==> config.mk <==
export PLATFORM = sky130hd
export DESIGN_NAME = fifo_rr_scheduler
export DESIGN_NICKNAME = d
export VERILOG_FILES = /design/src/rtl/fifo_rr_scheduler.sv
export SDC_FILE = /design/constraint.sdc
export NUM_CORES = 1
export LEC_CHECK = 0
export CELL_PAD_IN_SITES_DETAIL_PLACEMENT = 2
export CELL_PAD_IN_SITES_GLOBAL_PLACEMENT = 2
export CORE_MARGIN = 8
export CORE_UTILIZATION = 22
export DETAILED_ROUTE_END_ITERATION = 16
export GPL_TIMING_DRIVEN = 1
export MAX_ROUTING_LAYER = met4
export PLACE_DENSITY_LB_ADDON = 0.1
export REMOVE_ABC_BUFFERS = 1
export SYNTH_ARGS = -nofsm -noshare
export SYNTH_HDL_FRONTEND = slang
export SYNTH_SLANG_ARGS = --single-unit
==> constraint.sdc <==
create_clock -name clk -period 1.9 [get_ports clk]
set_input_delay 0.38 -clock clk [delete_from_list [all_inputs] [get_ports clk]]
set_output_delay 0.38 -clock clk [all_outputs]
set_load 0.1 [all_outputs]
==> src/rtl/fifo_rr_scheduler.sv <==
// Round-robin scheduler: pops one of four input FIFOs per cycle into a shared
// output FIFO, stalls on output back-pressure and distributes the umbral value.
module fifo_rr_scheduler #(
    parameter int         BITNUMBER  = 6,
    parameter logic [2:0] UMBRAL_RST = 3'd1
) (
    input  logic                   clk,
    input  logic                   reset,
    input  logic                   init,
    input  logic [2:0]             umbral_in,
    input  logic [3:0]             fifo_empty,
    input  logic [3:0]             fifo_valid,
    input  logic [4*BITNUMBER-1:0] fifo_data,
    input  logic                   out_almost_full,
    input  logic                   out_full,
    output logic [3:0]             fifo_rd,
    output logic                   out_wr,
    output logic [BITNUMBER-1:0]   out_data,
    output logic [2:0]             umbral_out,
    output logic [1:0]             state,
    output logic [1:0]             grant_id,
    output logic                   idle,
    output logic                   sched_error
);

    typedef enum logic [1:0] {
        ST_RESET  = 2'd0,
        ST_INIT   = 2'd1,
        ST_IDLE   = 2'd2,
        ST_ACTIVE = 2'd3
    } state_t;

    state_t               state_reg, state_next;
    logic [3:0]           rd_reg, rd_next;
    logic [1:0]           grant_reg, grant_next;
    logic [2:0]           umbral_reg, umbral_next;
    logic [1:0]           inflight_reg, inflight_next;
    logic                 out_wr_reg;
    logic [BITNUMBER-1:0] out_data_reg;
    logic                 error_reg, error_next;

    logic [1:0]           rot_idx [4];
    logic [3:0]           rot_elig;
    logic [BITNUMBER-1:0] data_slice [4];
    logic [1:0]           pick_idx;
    logic [BITNUMBER-1:0] data_sel;
    logic                 pop_ok;
    logic                 inc;
    logic                 dec;
    logic                 multi_valid;

    // Candidate k is the FIFO k+1 positions after the last grant, so the
    // lowest eligible k is the round-robin winner.
    generate
        for (genvar gi = 0; gi < 4; gi++) begin : g_lane
            localparam logic [1:0] OFFS = 2'(gi + 1);
            assign rot_idx[gi]    = grant_reg + OFFS;
            assign rot_elig[gi]   = ~fifo_empty[rot_idx[gi]];
            assign data_slice[gi] = fifo_data[gi*BITNUMBER +: BITNUMBER];
        end
    endgenerate

    // Pick the first non-empty FIFO after the last grant.
    always_comb begin
        pick_idx = grant_reg;
        for (int k = 3; k >= 0; k--) begin
            if (rot_elig[k]) begin
                pick_idx = rot_idx[k];
            end
        end
    end

    // Select the data slice of the (lowest) valid lane for the push path.
    always_comb begin
        data_sel = '0;
        for (int k = 3; k >= 0; k--) begin
            if (fifo_valid[k]) begin
                data_sel = data_slice[k];
            end
        end
    end

    assign pop_ok = (state_reg == ST_ACTIVE) && !init && !out_almost_full &&
                    !out_full && (|rot_elig);

    // Next-state, umbral load and pop decision.
    always_comb begin
        state_next  = state_reg;
        umbral_next = umbral_reg;
        rd_next     = '0;
        grant_next  = grant_reg;
        case (state_reg)
            ST_RESET: state_next = ST_INIT;
            ST_INIT: begin
                if (init) begin
                    umbral_next = umbral_in;
                end else begin
                    state_next = ST_IDLE;
                end
            end
            ST_IDLE: begin
                if (init) begin
                    state_next = ST_INIT;
                end else if (!(&fifo_empty) && !out_almost_full && !out_full) begin
                    state_next = ST_ACTIVE;
                end
            end
            ST_ACTIVE: begin
                if (init) begin
                    state_next = ST_INIT;
                end else if ((&fifo_empty) && (inflight_reg == 2'd0)) begin
                    state_next = ST_IDLE;
                end
            end
            default: state_next = ST_RESET;
        endcase
        if (pop_ok) begin
            rd_next    = 4'b0001 << pick_idx;
            grant_next = pick_idx;
        end
    end

    // The pop decision is a cycle old when it reaches the FIFO, so a lane that
    // ran dry in the meantime is masked off instead of being over-read.
    assign fifo_rd = rd_reg & ~fifo_empty;

    assign inc         = |fifo_rd;
    assign dec         = |fifo_valid;
    assign multi_valid = |(fifo_valid & (fifo_valid - 4'd1));

    // In-flight tracking (saturating) and sticky protocol-error detection.
    always_comb begin
        inflight_next = inflight_reg;
        if (inc && !dec && (inflight_reg != 2'd3)) begin
            inflight_next = inflight_reg + 2'd1;
        end else if (!inc && dec && (inflight_reg != 2'd0)) begin
            inflight_next = inflight_reg - 2'd1;
        end
        error_next = error_reg | multi_valid |
                     (dec && (inflight_reg == 2'd0)) | (dec && out_full);
    end

    // State registers with synchronous reset.
    always_ff @(posedge clk) begin
        if (reset) begin
            state_reg    <= ST_RESET;
            rd_reg       <= '0;
            grant_reg    <= 2'd3;
            umbral_reg   <= UMBRAL_RST;
            inflight_reg <= 2'd0;
            out_wr_reg   <= 1'b0;
            out_data_reg <= '0;
            error_reg    <= 1'b0;
        end else begin
            state_reg    <= state_next;
            rd_reg       <= rd_next;
            grant_reg    <= grant_next;
            umbral_reg   <= umbral_next;
            inflight_reg <= inflight_next;
            out_wr_reg   <= |fifo_valid;
            out_data_reg <= data_sel;
            error_reg    <= error_next;
        end
    end

    assign out_wr      = out_wr_reg;
    assign out_data    = out_data_reg;
    assign umbral_out  = umbral_reg;
    assign state       = state_reg;
    assign grant_id    = grant_reg;
    assign sched_error = error_reg;
    assign idle        = (state_reg == ST_IDLE) && (&fifo_empty) && (inflight_reg == 2'd0);

endmodule

== After elaboration in Yosys (flattened, before gate mapping) ==
Index checks and enable logic that the tools add are counted.
Storage, ports and cells
  bits in latches: 0
  logic and storage cells: 93
  RAM bits: 0
  input bits: 40
  output and inout port bits: 20
  memories: 0
  bits in read-only memories: 0
  register bits after elaboration: 21
Operators by class
  mux-type cells: 23
  add/subtract/negate cells: 6
  divide/modulo/power cells: 0
  magnitude comparators: 4
  bitwise gates (word level): 11
  reductions and logical operators: 33
  equality and inequality tests: 7
  shifts and indexed selects: 1
  multipliers: 0
Operators with widths (number)
  $mux 6: 4
  $mux 2: 10
  $reduce_or 4->1: 4
  $logic_and 1x1->1: 15
  $lt 2x3->1 const B: 4
  $and 4x4->4: 2
  $bmux 1 s2: 4
  $pmux 2 s4: 1
  $logic_not 1->1: 6
  $not 1->1: 5
  $add 2x1->2 const B: 2
  $add 2x2->2 const B: 2
  $eq 2x2->1 const B: 2
  $logic_not 2->1: 2
  $mux 1: 4
  $ne 2x2->1 const B: 2
  $not 4->4: 1
  $reduce_and 4->1: 1
  $reduce_bool 2->1: 2
  $shl 1x2->4 const A: 1
  $sub 4x1->4 const B: 1
  $ne 3x2->1 const B: 1
  $ne 3x3->1 const B: 1
  $or 1x1->1: 3
  5 further kinds: 5

== Depth between registers and ports, before layout ==
Gate-level depths: netlist (run 1).
  word-level depth: 8
  depth in mapped cells: 5
  depth with buffers taken out: 4

== Worst setup path after synthesis (run 1) ==
Ideal clock, no wire load.
  kind: register to output
  from: reg state_reg[1], in the netlist state[1]
  to: out idle
  slack: -1.774 ns
  arrival: 3.294 ns
  data required time: 1.520 ns
  cell stages (with the launch flop): 2
  buffers on the path: 0
  cell sequence: dfxtp_1 nor3b_1
On the way
  longest elaborated chain between the ends: 3
RTL lines
  start, declared: RTL line 33  | state_t state_reg, state_next;
  start signal, assigned: RTL line 155  | state_reg <= state_next;
  $eq 2x2->1: RTL line 172  | assign idle = (state_reg == ST_IDLE) && (&fifo_empty) && (inflight_reg == 2'd0);
  $logic_and 1x1->1 (2 in series): RTL line 172
  end, declared: RTL line 22  | output logic idle,
No other way between the ends.

== Worst setup path in the final report (run 1) ==
  from: reg inflight_reg[0]
  to: out idle
On the way
  longest elaborated chain between the ends: 2
RTL lines
  start, declared: RTL line 37  | logic [1:0] inflight_reg, inflight_next;
  start signal, assigned: RTL line 159  | inflight_reg <= inflight_next;
  $logic_not 2->1: RTL line 172
  $logic_and 1x1->1: RTL line 172
No other way between the ends.

==> metrics.txt, run 1 <==
EDFF count, synth=0; sequential area share after synthesis=between 30 and 40%; Yosys cell types=42; clock root cell=clkbuf_8; final instance area=0.00199 mm2; Mapped Cells=117; largest net degree at the start of global routing=13; first-pass GRT wire length=7.22 mm; post-synthesis async set-or-reset flop share=0%; Clock Sinks=21; Pwr Total=1.15 mW; die footprint=0.00735 mm2; Worst path slowest cell=or3_4; synthesized flop and latch total=21; antenna violations before repair=0; share of cells above drive strength 1=30.6%; sequential cell area=424 um2; crit path max fanout=5; CP Capture Type=primary output; Clk pwr share=26.3%; FMAX=0.547 GHz; Relative slew margins=73.5%; Combinational Power Share=32.8%; Tot GR Track Use=12.6%; CTS Hold Bufs=0; DP Area=about 0.0019 mm2; top post-synthesis cells by area=dfxtp_1 39%, mux2i_1 5.6%, nor2_1 5.3%; worst slew pin tran=0.395 ns; Synth Flop Type=dfxtp_1; area grow syn2layout=86.1%; Final Hold Fails=0; io pins=60; top-area cell type share of the netlist area=39.3%; Static Leak=0.881 nW; Clock Path Buffers=2; Post-Syn Area=0.00107 mm2; CTS tree=done; RSZ-0062 raised after global routing=no; CTS HTree Levels=1; Post-layout nets=~240; outcome=completed; Worst Setup Start Kind=register; Ys Warns=0; Routed WL=4.27 mm; period utilization=96.3%; internal cell power=between 0.7 and 0.8 mW; Seq pwr share=40.9%; CP max stage delay=between 0.3 and 0.4 ns; Min Hold Slack=between 0.4 and 0.5 ns; area leader, netlist=dfxtp_1; Post-DRT Antenna Nets=0; Buffers on Ports=59; total CTS buffers=3; 1st-iter DRT viols=38; Cell Pwr Density=between 500 and 600 mW/mm2; post-DP HPWL=3.63 mm; Placer Congestion=0.767; n_diodes=0; Worst-Skew Late Latency=0.27 ns; Setup Viol. Count Final=0; Tmin final=1.83 ns; Final WS setup=0.0705 ns; Max-Cap Viols=0; DRC=0; most common cell after layout, fill and taps aside=clkdlybuf4s50_1; setup total negative slack=0 ns; total congestion overflow=0; Initial Util=a little under a quarter; Crit path arrival time=~1.5 ns; WL per Instance=~17 um; via count of the first global-routing pass=approximately 1,400; Max IR drop VDD=0.248 mV; Sw Share=34.3%; Post-Syn Area per Cell=9.14 um2; kind of critical path=reg -> out; vias=around 1,200; iteration count of the initial detailed-routing pass=4; DP Worst Slack=-0.390 ns; Largest register FFs=6; Sw Pwr=0.395 mW; sequence of cells on the critical path=or3_4 > nor3b_2 > buf_4 > buf_12; Site Rows=25; required time of the critical path=1.52 ns; Die Ht=85.7 um; Hold Path Class=reg -> reg; Std-Cell Core Area=between 0.004 and 0.005 mm2; Filler cells=527; Clock transition at path regs=0.08 ns; fin. max-slew vios=0; Die W=85.7 um; multi-input logic area=about 640 um2; commonest non-fill, non-tap cells in the layout=35 x clkdlybuf4s50_1, 32 x buf_4, 20 x dfxtp_1; vias per inst=4.84; Worst Skew=0.00424 ns
## layer usage
| layer | share of wire [%] | track usage (%) | wire, um |
|---|---|---|---|
| met1 | 40 | 13.1 | 1710 |
| met2 | 54 | 23.4 | 2320 |
| met3 | 4.3 | 2.10 | 184 |
| met4 | 1.3 | 4.30 | 55 |
| met5 | 0 | - | 0 |
## what timing repair did
action | in CTS | in global routing
gates resized for setup | 20 | 3
buffers inserted | 1 | 1
pin swaps | 3 | 1
setup endpoints to repair | 5 | 1
## final timing paths
check	end	cells after the start	startpoint	slack, ns
worst max-delay path	idle	4	inflight_reg[0]$_SDFFE_PP0P_	0.07
worst min-delay path	umbral_out[0]$_SDFFE_PP1P_	1	umbral_out[0]$_SDFFE_PP1P_	0.49
worst max register to register	rd_reg[2]$_SDFF_PP0_	4	grant_id[0]$_SDFFE_PP1P_	0.47
worst min register to register	umbral_out[0]$_SDFFE_PP1P_	1	umbral_out[0]$_SDFFE_PP1P_	0.49
## cells in the mapped netlist (2+ instances only)
library cell,number
o21bai_1,3
nor3_1,7
o22ai_1,6
nand3_1,2
mux2i_1,6
or3_1,3
o21ai_0,2
clkbuf_1,2
nand2_1,3
nand2b_1,2
a21oi_1,5
inv_1,2
a221oi_1,6
nor2_1,15
dfxtp_1,21
nor2b_1,6
## logic make-up (layout without fill, tap and decap cells)
| logic type | after synthesis | after routing | synth area share [%] |
|---|---|---|---|
| AOI/OAI and AO/OA | 29 | 29 | 19.1 |
| adders and majority gates | 1 | 1 | 0.936 |
| buffers and inverters | 6 | 85 | 2.22 |
| DFF | 21 | 21 | 39.3 |
| muxes | 6 | 6 | 5.61 |
| and+or+nand+nor | 54 | 54 | 32.9 |
## cell type report
cell class / count / share of cell area, %
clock inverter: 1 / 0.251
tap: 54 / 3.39
clock buffer: 3 / 2.07
sequential: 21 / 21.3
inverter: 2 / 0.377
timing repair buffer: 79 / 40.2
multi-input combinational: 90 / 32.4
## power groups by stage
stage / combinational [mW] / sequential [mW] / clock [mW]
detailed placement: 0.381 / 0.483 / 0
finish: 0.378 / 0.471 / 0.303
global route: 0.397 / 0.474 / 0.333
global placement: 0.372 / 0.481 / 0
floorplan: 0.0599 / 0.617 / 0
CTS: 0.381 / 0.473 / 0.311
## per-stage QoR
stage                     utilization, %  instances
after floorplan                        -        113
after global placement              41.0        244
after detailed placement            41.0        244
after CTS                           42.1        249
after global routing                42.4        250
final                               42.4        250
## critical path, delay by kind of cell (launching register included)
kind / cells / cell delay (ns)
simple gates: 2 / 0.52
buf+inv: 2 / 0.29
flops: 1 / 0.36
Note: power is estimated with default switching activity, not from simulation.
==> inputs of run 2 (changes only) <==
GPL_TIMING_DRIVEN = 0   (was 1)
==> run 2 against run 1 <==
Against the previous run:
- non-clock buffer count fell by 19
- flip-flop and latch count did not move
- worst setup slack got worse by 0.028 ns
- power fell by 3.6%
- die area did not move
- register-to-register slack improved by 0.04 ns
- maximum frequency fell by 1.5%
==> metrics.txt, run 2 (synthesis gave the netlist of run 1 again) <==
setup total negative slack=0 ns; iteration count of the initial detailed-routing pass=2; period utilization=97.8%; Worst-Skew Late Latency=0.26 ns; WL per Instance=17.4 um; Tmin final=1.86 ns; die footprint=0.00735 mm2; Largest register FFs=6; Die Ht=85.7 um; FMAX=0.538 GHz; Post-layout nets=~220; n_diodes=0; 1st-iter DRT viols=37; most common cell after layout, fill and taps aside=clkdlybuf4s50_1; reg2reg setup slack=~0.51 ns; crit path max fanout=2; Sw Share=between 30% and 40%; Inst Count DP=226; R2R Path End=inflight_reg[0]$_SDFFE_PP0P_; internal cell power=0.727 mW; Clock transition at path regs=roughly 0.080 ns; worst slew pin tran=0.977 ns; RSZ-0062 raised after global routing=no; Initial Util=a little under a quarter; hold worst-path end=umbral_out[0]$_SDFFE_PP1P_; Static Leak=0.781 nW; Post-DRT Antenna Nets=0; commonest non-fill, non-tap cells in the layout=33 x clkdlybuf4s50_1, 19 x dfxtp_1, 15 x nor2_1; vias per inst=4.90; sequence of cells on the critical path=dlygate4sd2_1; CP Capture Type=primary output; Worst Setup Start Kind=register; Routed WL=roughly 4.0 mm; Combinational Power Share=31.0%; clock root cell=clkbuf_8; Die W=85.7 um; Site Rows=25; kind of critical path=reg -> out; non-filler instance count after layout=about 230; Clock Sinks=21; largest net degree at the start of global routing=24; Clock Path Buffers=2; DRC=0; Setup Viol. Count Final=0; Filler cells=531; Crit Reg-Reg Startpoint=rd_reg[2]$_SDFF_PP0_; Hold Path Class=reg -> reg; sequential cell area=423 um2; worst hold start=umbral_out[0]$_SDFFE_PP1P_; total congestion overflow=0; fin. max-slew vios=0; Worst path slowest cell=dlygate4sd2_1; Cell Pwr Density=628 mW/mm2; Buffers on Ports=59; CP max stage delay=0.86 ns; io pins=60; first-pass GRT wire length=roughly 6.6 mm; Std-Cell Core Area=0.00469 mm2; Final Hold Fails=0; Seq pwr share=42.2%; multi-input logic area=653 um2; required time of the critical path=1.52 ns; antenna violations before repair=0; Relative slew margins=35.1%; total CTS buffers=3; Buf+Inv Stages, Crit Path=1; Tot GR Track Use=about 12%; Worst Skew=a little under 0.0007 ns; Placer Congestion=0.741; worst reg2reg path depth=4; Max-Cap Viols=0; outcome=completed; share of cells above drive strength 1=between 15 and 20%; via count of the first global-routing pass=1,335; Hold Path Stages=1; CTS tree=done; Crit path max-delay family=buffers and inverters; post-DP HPWL=between 3 and 4 mm; Max IR drop VDD=0.320 mV; area grow syn2layout=65.3%; Sw Pwr=0.383 mW; vias=1,131; CTS HTree Levels=1; Crit path arrival time=1.48 ns; Clk pwr share=a little over a quarter
run 2: cell types whose count changed in the layout (fill, tap and decap cells not counted), moves of 2 or more:
cell,before,now
clkdlybuf4s15_2,0,5
dfxtp_2,0,2
dlymetal6s2s_1,0,2
buf_4,32,1
clkbuf_4,0,2
buf_12,10,0
dlygate4sd2_1,0,10
clkdlybuf4s50_1,35,33
buf_2,2,5
run 2: worst max path at each step:
stage                   to  slack (ns)                         start  depth (start not counted)
2_1_floorplan         idle       -1.77         state[1]$_SDFFE_PP0P_                          1
3_3_place_gp          idle       -1.42                 fifo_empty[3]                          5
3_5_place_dp          idle       -1.46                 fifo_empty[3]                          5
4_1_cts               idle       -0.20                 fifo_empty[3]                          5
5_1_grt               idle       0.004  inflight_reg[0]$_SDFFE_PP0P_                          3
6_report       sched_error        0.04        sched_error$_SDFF_PP0_                          1
run 2: repair_timing:
item / in CTS / in global routing
gates cloned: 0 / 0
pin swaps: 0 / 3
resized for setup: 60 / 20
setup endpoints to repair: 20 / 6
hold endpoints to repair: 0 / 0
hold buffers: 0 / 0
setup buffers: 0 / 1
run 2: area by class of cell:
| class | instances | area share, % |
|---|---|---|
| multi-input cells | 90 | 36.9 |
| repair buffers | 60 | 32.3 |
| clock buffers | 3 | 2.34 |
| clock inverters | 1 | 0.283 |
| well taps | 54 | 3.82 |
| flip-flops and latches | 21 | 23.9 |
| inverters | 2 | 0.425 |
run 2: metal layers:
metal,GRT usage [%],wire length (um),up-vias
met5,-,0,-
met4,3.82,26,0
met3,2.77,156,4
met2,21.2,2180,26
met1,11.9,1650,546
li1,-,-,555
run 2: power groups by stage:
stage	combinational (mW)	sequential [mW]	clock [mW]
3_3_place_gp	0.351	0.478	0
2_1_floorplan	0.0599	0.617	0
4_1_cts	0.347	0.469	0.315
6_report	0.344	0.469	0.297
5_1_grt	0.362	0.472	0.332
3_5_place_dp	0.358	0.480	0
run 2: stage by stage:
step | utilization (%) | power (mW) | cell area, um2 | setup slack, ns | hold WS, ns
global route | 37.7 | 1.17 | 1770 | 0.00394 | 0.498
detailed placement | 36.5 | 0.838 | 1710 | -1.46 | 0.453
finish | 37.7 | 1.11 | 1770 | 0.0427 | 0.464
CTS | 37.3 | 1.13 | 1750 | -0.197 | 0.468
floorplan | - | 0.677 | 1050 | -1.77 | 0.449
global placement | 36.5 | 0.829 | 1710 | -1.42 | 0.444
